==> src/rtl/eth_tx_framer.sv <==
// Ethernet transmit framer: preamble/SFD, MAC header, sequence number, buffered
// payload, zero pad to minimum size, and CRC-32 FCS, followed by the inter-frame gap.
`timescale 1ns/1ps
module eth_tx_framer #(
   parameter logic [47:0] DST_MAC   = 48'h5965239093d4,
   parameter logic [47:0] SRC_MAC   = 48'h666666666666,
   parameter logic [15:0] ETHERTYPE = 16'h1919,
   parameter int          MAX_LEN   = 1024,
   parameter int          AW        = 10,
   parameter int          RD_LAT    = 2,
   parameter int          IFG       = 12
) (
   input  logic          clk125,
   input  logic          rst,
   input  logic          start,
   input  logic [AW:0]   len,
   input  logic          bank,
   output logic          busy,
   output logic          done,
   output logic [AW:0]   rd_addr,
   input  logic [7:0]    rd_data,
   output logic          txen,
   output logic [7:0]    txd,
   output logic [15:0]   seq,
   output logic [2:0]    dbg_state
);

   // Handshake: start is a one-cycle request that is honoured only while busy is
   // low; len and bank are captured on that same cycle and a start seen while
   // busy is high is discarded without touching any state.

   typedef enum logic [2:0] {
      S_IDLE, S_PRE, S_HDR, S_PAY, S_PAD, S_FCS, S_IFG
   } state_t;

   localparam int             CW       = AW + 2;
   localparam logic [CW-1:0]  RD_OFF   = CW'(23 - RD_LAT);
   localparam logic [CW-1:0]  IFG_LAST = CW'(IFG - 1);
   localparam logic [AW:0]    MAX_P    = (AW+1)'(MAX_LEN);
   localparam logic [AW:0]    MIN_P    = (AW+1)'(44);

   state_t        state_q, state_n;
   logic [CW-1:0] cnt_q, cnt_n;
   logic [AW:0]   p_q;
   logic [CW-1:0] fcs_start_q;
   logic          bank_q;
   logic [15:0]   seq_frame_q;
   logic [15:0]   seq_r;
   logic [31:0]   crc_q, crc_n;
   logic [7:0]    txd_q, txd_n;
   logic          txen_q, txen_n;
   logic          done_q, done_n;
   logic [AW:0]   rd_addr_q;

   logic          accept;
   logic [AW:0]   p_clamp;
   logic [CW-1:0] fcs_start_n;
   logic [127:0]  hdr;
   logic [3:0]    hidx;
   logic [1:0]    fsel;
   logic [31:0]   crc_in;
   logic          crc_en;
   logic [CW-1:0] rd_k;
   logic          rd_en;

   function automatic logic [31:0] crc_upd(input logic [31:0] c, input logic [7:0] d);
      logic [31:0] r;
      r = c;
      for (int i = 0; i < 8; i++)
         r = (r[0] ^ d[i]) ? ((r >> 1) ^ 32'hEDB88320) : (r >> 1);
      return r;
   endfunction

   assign accept      = (state_q == S_IDLE) && start;
   assign p_clamp     = (len > MAX_P) ? MAX_P : len;
   assign fcs_start_n = CW'(24) + ((p_clamp > MIN_P) ? CW'(p_clamp) : CW'(44));

   // Header bytes 8..23 in transmit order, byte i at bits [8i+7:8i].
   assign hdr    = {seq_frame_q[15:8], seq_frame_q[7:0], ETHERTYPE[7:0], ETHERTYPE[15:8],
                    SRC_MAC, DST_MAC};
   assign hidx   = cnt_q[3:0] - 4'd8;
   assign fsel   = cnt_q[1:0] - fcs_start_q[1:0];
   assign crc_in = (cnt_q == CW'(8)) ? 32'hFFFFFFFF : crc_q;

   // Reads run RD_LAT cycles ahead of the byte that consumes them.
   assign rd_k  = cnt_q - RD_OFF;
   assign rd_en = (state_q != S_IDLE) && (state_q != S_IFG) &&
                  (cnt_q >= RD_OFF) && (rd_k < CW'(p_q));

   always_comb begin
      state_n = state_q;
      cnt_n   = cnt_q;
      txd_n   = 8'h00;
      txen_n  = 1'b0;
      done_n  = 1'b0;
      crc_en  = 1'b0;
      case (state_q)
         S_IDLE: begin
            if (start) begin
               state_n = S_PRE;
               cnt_n   = CW'(1);
               txd_n   = 8'h55;
               txen_n  = 1'b1;
            end
         end
         S_PRE: begin
            txen_n = 1'b1;
            txd_n  = (cnt_q == CW'(7)) ? 8'hD5 : 8'h55;
            cnt_n  = cnt_q + CW'(1);
            if (cnt_q == CW'(7)) state_n = S_HDR;
         end
         S_HDR: begin
            txen_n = 1'b1;
            txd_n  = hdr[{hidx, 3'b000} +: 8];
            crc_en = 1'b1;
            cnt_n  = cnt_q + CW'(1);
            if (cnt_q == CW'(23)) state_n = (p_q != '0) ? S_PAY : S_PAD;
         end
         S_PAY: begin
            txen_n = 1'b1;
            txd_n  = rd_data;
            crc_en = 1'b1;
            cnt_n  = cnt_q + CW'(1);
            if (cnt_q == CW'(23) + CW'(p_q))
               state_n = (cnt_q == fcs_start_q - CW'(1)) ? S_FCS : S_PAD;
         end
         S_PAD: begin
            txen_n = 1'b1;
            crc_en = 1'b1;
            cnt_n  = cnt_q + CW'(1);
            if (cnt_q == fcs_start_q - CW'(1)) state_n = S_FCS;
         end
         S_FCS: begin
            txen_n = 1'b1;
            txd_n  = ~crc_q[{fsel, 3'b000} +: 8];
            cnt_n  = cnt_q + CW'(1);
            if (fsel == 2'd3) begin
               state_n = S_IFG;
               cnt_n   = '0;
            end
         end
         S_IFG: begin
            done_n = (cnt_q == '0);
            cnt_n  = cnt_q + CW'(1);
            if (cnt_q == IFG_LAST) state_n = S_IDLE;
         end
         default: state_n = S_IDLE;
      endcase
      crc_n = crc_en ? crc_upd(crc_in, txd_n) : crc_q;
   end

   always_ff @(posedge clk125 or posedge rst) begin
      if (rst) begin
         state_q     <= S_IDLE;
         cnt_q       <= '0;
         p_q         <= '0;
         fcs_start_q <= '0;
         bank_q      <= 1'b0;
         seq_frame_q <= '0;
         seq_r       <= '0;
         crc_q       <= '0;
         txd_q       <= '0;
         txen_q      <= 1'b0;
         done_q      <= 1'b0;
         rd_addr_q   <= '0;
      end else begin
         state_q <= state_n;
         cnt_q   <= cnt_n;
         crc_q   <= crc_n;
         txd_q   <= txd_n;
         txen_q  <= txen_n;
         done_q  <= done_n;
         if (accept) begin
            p_q         <= p_clamp;
            fcs_start_q <= fcs_start_n;
            bank_q      <= bank;
            seq_frame_q <= seq_r;
            seq_r       <= seq_r + 16'd1;
         end
         if (rd_en) rd_addr_q <= {bank_q, rd_k[AW-1:0]};
      end
   end

   assign busy      = (state_q != S_IDLE);
   assign done      = done_q;
   assign txen      = txen_q;
   assign txd       = txd_q;
   assign rd_addr   = rd_addr_q;
   assign seq       = seq_r;
   assign dbg_state = state_q;

endmodule

==> config.mk <==
export PLATFORM = sky130hd
export DESIGN_NAME = eth_tx_framer
export DESIGN_NICKNAME = d
export VERILOG_FILES = /design/src/rtl/eth_tx_framer.sv
export SDC_FILE = /design/constraint.sdc
export NUM_CORES = 1
export LEC_CHECK = 0
export CORE_UTILIZATION = 60
export CTS_BUF_LIST = sky130_fd_sc_hd__clkbuf_8 sky130_fd_sc_hd__clkbuf_16
export DETAILED_ROUTE_END_ITERATION = 6
export PLACE_DENSITY = 0.87
export SETUP_SLACK_MARGIN = 0.1
export SLEW_MARGIN = 20
export SYNTH_ARGS = -nofsm -noshare
export SYNTH_HDL_FRONTEND = slang
export SYNTH_SLANG_ARGS = --single-unit
==> constraint.sdc <==
create_clock -name clk125 -period 5.15 [get_ports clk125]
set_clock_uncertainty 0.15 [all_clocks]
set_input_delay 1.03 -clock clk125 [delete_from_list [all_inputs] [get_ports clk125]]
set_output_delay 1.03 -clock clk125 [all_outputs]
set_load 0.05 [all_outputs]
==> results of run 1 <==
-- critical path, cell delays in order (launching register included) --
cell and delay (ns):
dfrtp_1 0.70, inv_1 0.28, ha_1 0.28, inv_1 0.08, ha_1 0.28, inv_1 0.08
ha_1 0.22, o21a_1 0.11, o21a_1 0.16, o21a_1 0.16, o21a_1 0.16, o21a_1 0.17
o21a_1 0.20, o211ai_1 0.71, nand3_1 0.16, nand3_1 0.12
-- flip-flops by register name, indices dropped and copies added (netlist names) --
| register | cells |
|---|---|
| cnt_q | 12 |
| rd_addr | 11 |
| txen | 1 |
| txd | 8 |
| crc_q | 32 |
| seq_frame_q | 16 |
| fcs_start_q | 12 |
| dbg_state | 3 |
| p_q | 11 |
| bank_q | 1 |
| done | 1 |
| seq | 16 |
-- worst max path at each step --
stage	startpoint	endpoint	slack, ns
after floorplan	rst	bank_q	0.67
after global placement	start	crc_q[22]	1.03
after detailed placement	start	crc_q[22]	0.98
after CTS	cnt_q[1]	rd_addr[0]	1.14
after global routing	cnt_q[1]	rd_addr[0]	0.79
final	cnt_q[1]	rd_addr[0]	1.05
-- final cells by class --
type / instances / share of cell area [%]
Multi-Input combinational cell: 780 / 51.2
Sequential cell: 124 / 31.3
Timing Repair Buffer: 73 / 7.25
Clock buffer: 18 / 4.44
Tap cell: 180 / 2.27
Clock inverter: 14 / 1.96
Inverter: 39 / 1.50
-- routing by layer --
metal | wire [microns] | GRT usage, % | share of wire (%)
met5 | 0 | 0 | 0
met2 | 10100 | 48.0 | 46
met3 | 1670 | 5.71 | 7.6
met4 | 532 | 12.6 | 2.4
met1 | 9820 | 44.5 | 44
-- cell usage in the layout, fill, tap and decap left out, types with 12 or more instances in the layout --
cell,instances
xor2_1,36
dfrtp_1,124
ha_1,21
xnor2_1,88
clkbuf_16,17
o2111ai_1,12
and3_1,12
clkdlybuf4s50_1,63
mux2i_1,23
inv_1,37
o21ai_0,71
nor2b_1,15
nor2_1,87
nand2_1,134
a21oi_1,32
nand3_1,60
nor3_1,29
-- kinds of logic (layout without fill, tap and decap cells) --
kind of cell,after synthesis,in the layout
compound gates,202,202
xor+xnor,136,136
fa+ha+maj,21,21
buf+inv,105,144
flops,124,124
mux,25,25
simple gates,396,396
-- per-stage QoR --
step	worst slack, ns	hold WS, ns
finish	1.05	0.328
detailed placement	0.980	0.307
global placement	1.03	0.305
CTS	1.14	0.327
global route	0.793	0.361
floorplan	0.671	0.289
==> results by group, run 1 <==
Worst setup path
  – WP data arrival: 4.30 ns
  – CP Class: reg2reg
  – FF-to-FF setup slack: 1.05 ns
  – CP endpoint kind: register
  – Crit Path Max Fanout: 18
  – Reg2reg end: rd_addr[0]
  – Cell depth of the worst flop-to-flop path: 15
  – CP Launch Type: register
  – RR Startpoint: cnt_q[1]
  – Worst EP required: 5.36 ns

Routing
  – Antenna-violating nets left: 0
  – DR iter-0 viols: 844
  – Vias/cell: 6.21
  – Residual DRC count: 0
  – Drt total wl: 22200 microns
  – Vias: 7625
  – Drt wl/cell: 18.0 microns
  – DR pass1 iterations: 5

Layout
  – Fraction of layout cells with a size suffix above 1: 6.77%
  – Multi-input logic area: 0.00507 sq mm
  – Synthesis-to-finish area growth: 15.3%
  – Fin area: 0.00990 sq mm
  – # fillers: 1066
  – Post-layout util: 71.1%
  – Final #Nets: 1079
  – Fin cells: 1228
  – N_diodes: 0
  – Register Area: 0.00310 sq mm

Synthesis
  – Main combinational cell family by area after synthesis: simple AND/OR/NAND/NOR gates
  – Synth area leader: dfrtp_1
  – Synth cell count leaders: nand2_1, dfrtp_1, xnor2_1
  – Yosys cell types: 74
  – Post-synth top area share: 36.1%
  – Post-synthesis xor/xnor area fraction: 15.6%
  – Most frequent cell after synthesis: nand2_1
  – Multiplexer share of the synthesized area: 2.94%
  – Synth Area in Simple Gates: 21.9%
  – Post-synth EDFFs: 0
  – Post-Syn Area per Cell: 8.51 sq um
  – Compound-cell area share of the yosys netlist: 15.5%
  – Synth Area in Adders: 3.06%
  – Primary FF master, synth: dfrtp_1
  – Yosys warns: 0
  – Synth Net Count: 1053
  – Synth area leaders: dfrtp_1, xnor2_1, nand2_1
  – Yosys reg bits: 124
  – Asr flop ratio synth: 100%
  – Synth Cell Area: 0.00859 sq mm
  – Post-Synthesis Cells: 1009
  – Sequential fraction of the synthesis area: 36.1%

Global route
  – First-pass GRT wire length: 35900 microns
  – Total congestion overflow: 0
  – Antenna violations before repair: 0
  – Vias in the first global route: 7000
  – Total Routing Usage GR: 31.5%
  – Largest net degree at the start of global routing: 69

STA
  – RSZ-0062 raised after global routing: no
  – Worst Tran Pin Value: 0.985 ns
  – FMAX: 0.244 GHz
  – # setup viols final: 0
  – Final hold violation count: 0
  – Relative slew slack: 34.4%
  – Final setup TNS: 0 ns
  – Final period utilization: 79.6%
  – Min Tclk post-route: 4.10 ns
  – Final Max Slew Viols: 0

Floorplanning
  – Rows: 43
  – Die X: 122 microns
  – Die height: 122 microns
  – Core area: 0.0139 sq mm
  – Starting Density: 61.6%
  – Total die area: 0.0148 sq mm
  – Total I/O pin count: 64

Clocking
  – Setup bufs post-CTS: 0
  – CTS clk-pin slew, worst paths: 0.06 ns
  – Worst-Skew Late Latency: 0.44 ns
  – Root Driver: clkbuf_16
  – TritonCTS clock tree: built
  – Max clock buf depth: 2
  – TritonCTS Sinks: 124
  – Post-CTS sizing: 0
  – Total CTS buffers: 17
  – # hold bufs at CTS: 0
  – H-tree Lvls: 4

Status
  – Outcome: complete, no violations

Placed design
  – Dpl hpwl: 15000 microns
  – Port bufs: 63
  – Dpl cells: 1196
  – Post-DP Area: 0.00927 sq mm
  – GPL Wtd Cong: 0.884

Hold path
  – HP Class: reg2reg
  – Hold Path Origin: seq_frame_q[15]
  – WHS Path Cells: 2
  – Hold Path Sink: seq_frame_q[15]

Flow run
  – Max_cap viols: 0
Power of run 1 is not shown: default switching activity piles up to over one toggle a cycle in this logic, so the estimate is an artifact.
==> run 2: changes to the inputs <==
==> constraint.sdc (replaced) <==
create_clock -name clk125 -period 3.9 [get_ports clk125]
set_clock_uncertainty 0.15 [all_clocks]
set_input_delay 0.78 -clock clk125 [delete_from_list [all_inputs] [get_ports clk125]]
set_output_delay 0.78 -clock clk125 [all_outputs]
set_load 0.05 [all_outputs]
==> run 2 against run 1 <==
Flip-flop and latch count did not move. Maximum frequency increased by 12%. Global-route usage rose by 1.2 points. Sequential share of layout area down 0.86 points. Worst setup slack got worse by 0.80 ns. Register-to-register slack lost 0.80 ns. Die area stayed put. Via count up 4.0%.
==> results by group, run 2 (synthesis results as in run 1) <==
Status
  – Outcome: complete, no violations

Layout
  – Fraction of layout cells with a size suffix above 1: 10.1% (+3.4 points)
  – # fillers: 981 (-8.0%)
  – Most frequent cells in the layout: nand2_1, dfrtp_1, xnor2_1
  – Max reg flops: 32 (unchanged)
  – Final #Nets: 1117 (+3.5%)
  – N_diodes: 0 (unchanged)
  – Post-layout util: 73.1% (+2.0 points)
  – Register with the most flip-flops: crc_q
  – Fin cells: 1265 (+3.0%)
  – Most common cell after layout, fill and taps aside: nand2_1
  – Synthesis-to-finish area growth: 18.5%

Clocking
  – Worst-Skew Late Latency: 0.43 ns (about the same)
  – TritonCTS Sinks: 124 (unchanged)
  – TritonCTS clock tree: built
  – Total CTS buffers: 17 (unchanged)
  – Root Driver: clkbuf_16
  – H-tree Lvls: 4 (unchanged)
  – CTS clk-pin slew, worst paths: 0.06 ns (about the same)
  – # hold bufs at CTS: 0 (unchanged)
  – Max clock buf depth: 2 (unchanged)

Routing
  – Drt wl/cell: 18.5 microns (+2.4%)
  – DR pass1 iterations: 5 (unchanged)
  – Vias/cell: 6.27 (+1.0%)
  – Antenna-violating nets left: 0 (unchanged)
  – Residual DRC count: 0 (unchanged)
  – Vias: 7933 (+4.0%)
  – Drt total wl: 23400 microns (+5.5%)
  – DR iter-0 viols: 1130 (+34%)

Worst setup path
  – WP data arrival: 3.79 ns (-0.51 ns)
  – Cell breakdown of the critical path: inv_1 > ha_1 > xnor2_1 > mux2i_1 > o211a_1 > o211ai_1 > a221o_1 > xnor2_1 > xnor2_1 > xor2_1 > xor2_1 > o21ai_0
  – CP Class: reg2reg
  – Critical path's slowest cell: xnor2_1
  – CP Launch Type: register
  – Worst EP required: 4.04 ns (-1.32 ns)
  – Critical Path Start: cnt_q[0]
  – Peak per-stage delay on the critical path: 0.49 ns (-0.22 ns)
  – Crit Path Max Fanout: 5 (-13)
  – CP endpoint kind: register
  – Cell depth of the worst flop-to-flop path: 12 (-3)
  – Worst setup endpoint: crc_q[27]
  – Most used cell, CP: xnor2_1
  – Reg2reg end: crc_q[27]
  – RR Startpoint: cnt_q[0]
  – FF-to-FF setup slack: 0.25 ns (-0.80 ns)

Floorplanning
  – Core area: 0.0139 sq mm (unchanged)
  – Total die area: 0.0148 sq mm (unchanged)
  – Starting Density: 61.6% (unchanged)
  – Die height: 122 microns (unchanged)
  – Die X: 122 microns (unchanged)
  – Rows: 43 (unchanged)
  – Total I/O pin count: 64 (unchanged)

STA
  – Final period utilization: 93.6% (+14 points)
  – # setup viols final: 0 (unchanged)
  – Final setup TNS: 0 ns (unchanged)
  – FMAX: 0.274 GHz (+12%)
  – Final Max Slew Viols: 0 (unchanged)
  – Final hold violation count: 0 (unchanged)
  – Relative slew slack: 32.5% (-1.9 points)
  – RSZ-0062 raised after global routing: no
  – Worst Tran Pin Value: 1.01 ns (+0.0256 ns)
  – Min Tclk post-route: 3.65 ns (-0.449 ns)

Placed design
  – Dpl cells: 1228 (+2.7%)
  – Dpl hpwl: 16100 microns (+7.4%)
  – Port bufs: 63 (unchanged)
  – GPL Wtd Cong: 0.966 (+9.3%)

Flow run
  – Max_cap viols: 0 (unchanged)

Hold path
  – HP Class: reg2reg

Global route
  – Largest net degree at the start of global routing: 61 (-12%)
  – Antenna violations before repair: 1 (+1)
  – First-pass GRT wire length: 37400 microns (+4.2%)
  – Vias in the first global route: 7291 (+4.2%)
  – Total congestion overflow: 0 (unchanged)
  – Total Routing Usage GR: 32.7% (+1.2 points)
[run 2: cell count changes in the layout (fill, tap and decap cells not counted), sizes merged]
| cell | before | now |
|---|---|---|
| buf | 10 | 48 |
| bufinv | 4 | 3 |
| clkinv | 8 | 5 |
| clkinvlp | 1 | 5 |
| inv | 40 | 39 |
[run 2: worst min-delay path by stage]
stage,from,endpoint,slack [ns],cells after the start
final,seq_frame_q[14],seq_frame_q[14],0.33,2
after global routing,seq_frame_q[14],seq_frame_q[14],0.34,2
after CTS,seq_frame_q[14],seq_frame_q[14],0.33,2
after detailed placement,seq_frame_q[14],seq_frame_q[14],0.31,2
after global placement,seq_frame_q[14],seq_frame_q[14],0.31,2
after floorplan,seq_frame_q[1],seq_frame_q[1],0.29,2
[run 2: cell type report]
type | instances | area (sq um) | share of cell area (%)
inverter | 39 | 150 | 1.47
clock buffer | 18 | 439 | 4.31
multi-input combinational | 780 | 5090 | 50.0
timing repair buffer | 111 | 1000 | 9.86
tap | 180 | 225 | 2.21
sequential | 124 | 3100 | 30.5
clock inverter | 13 | 168 | 1.65
[run 2: metrics by stage]
stage	area, sq um	hold slack [ns]	setup slack [ns]
6_report	10200	0.327	0.250
5_1_grt	10200	0.343	0.112
4_1_cts	10100	0.330	0.113
3_5_place_dp	9510	0.312	0.197
3_3_place_gp	9510	0.309	0.236
2_1_floorplan	8590	0.289	0.330
[run 2: worst max-delay path, delay by kind of cell (launching register included)]
kind            cells  cell delay [ns]
xor+xnor            5             1.62
buf+inv             1             0.06
flops               1             0.34
compound gates      4             0.84
mux                 1             0.28
fa+ha+maj           1             0.22
[run 2: repair_timing]
| action | CTS | global route |
|---|---|---|
| hold endpoints to repair | 0 | 0 |
| setup endpoints to repair | 0 | 7 |
| setup buffers | 0 | 6 |
| resized for setup | 0 | 3 |
[run 2: metal layers]
metal | GRT usage (%) | part of all wire [%] | vias up
met3 | 7.26 | 9.2 | 73
met1 | 45.2 | 42 | 3802
met2 | 49.3 | 46 | 427
met5 | 0 | 0 | -
met4 | 14.2 | 3.0 | 0
li1 | - | - | 3631
Power of run 2 is left out for the same reason.
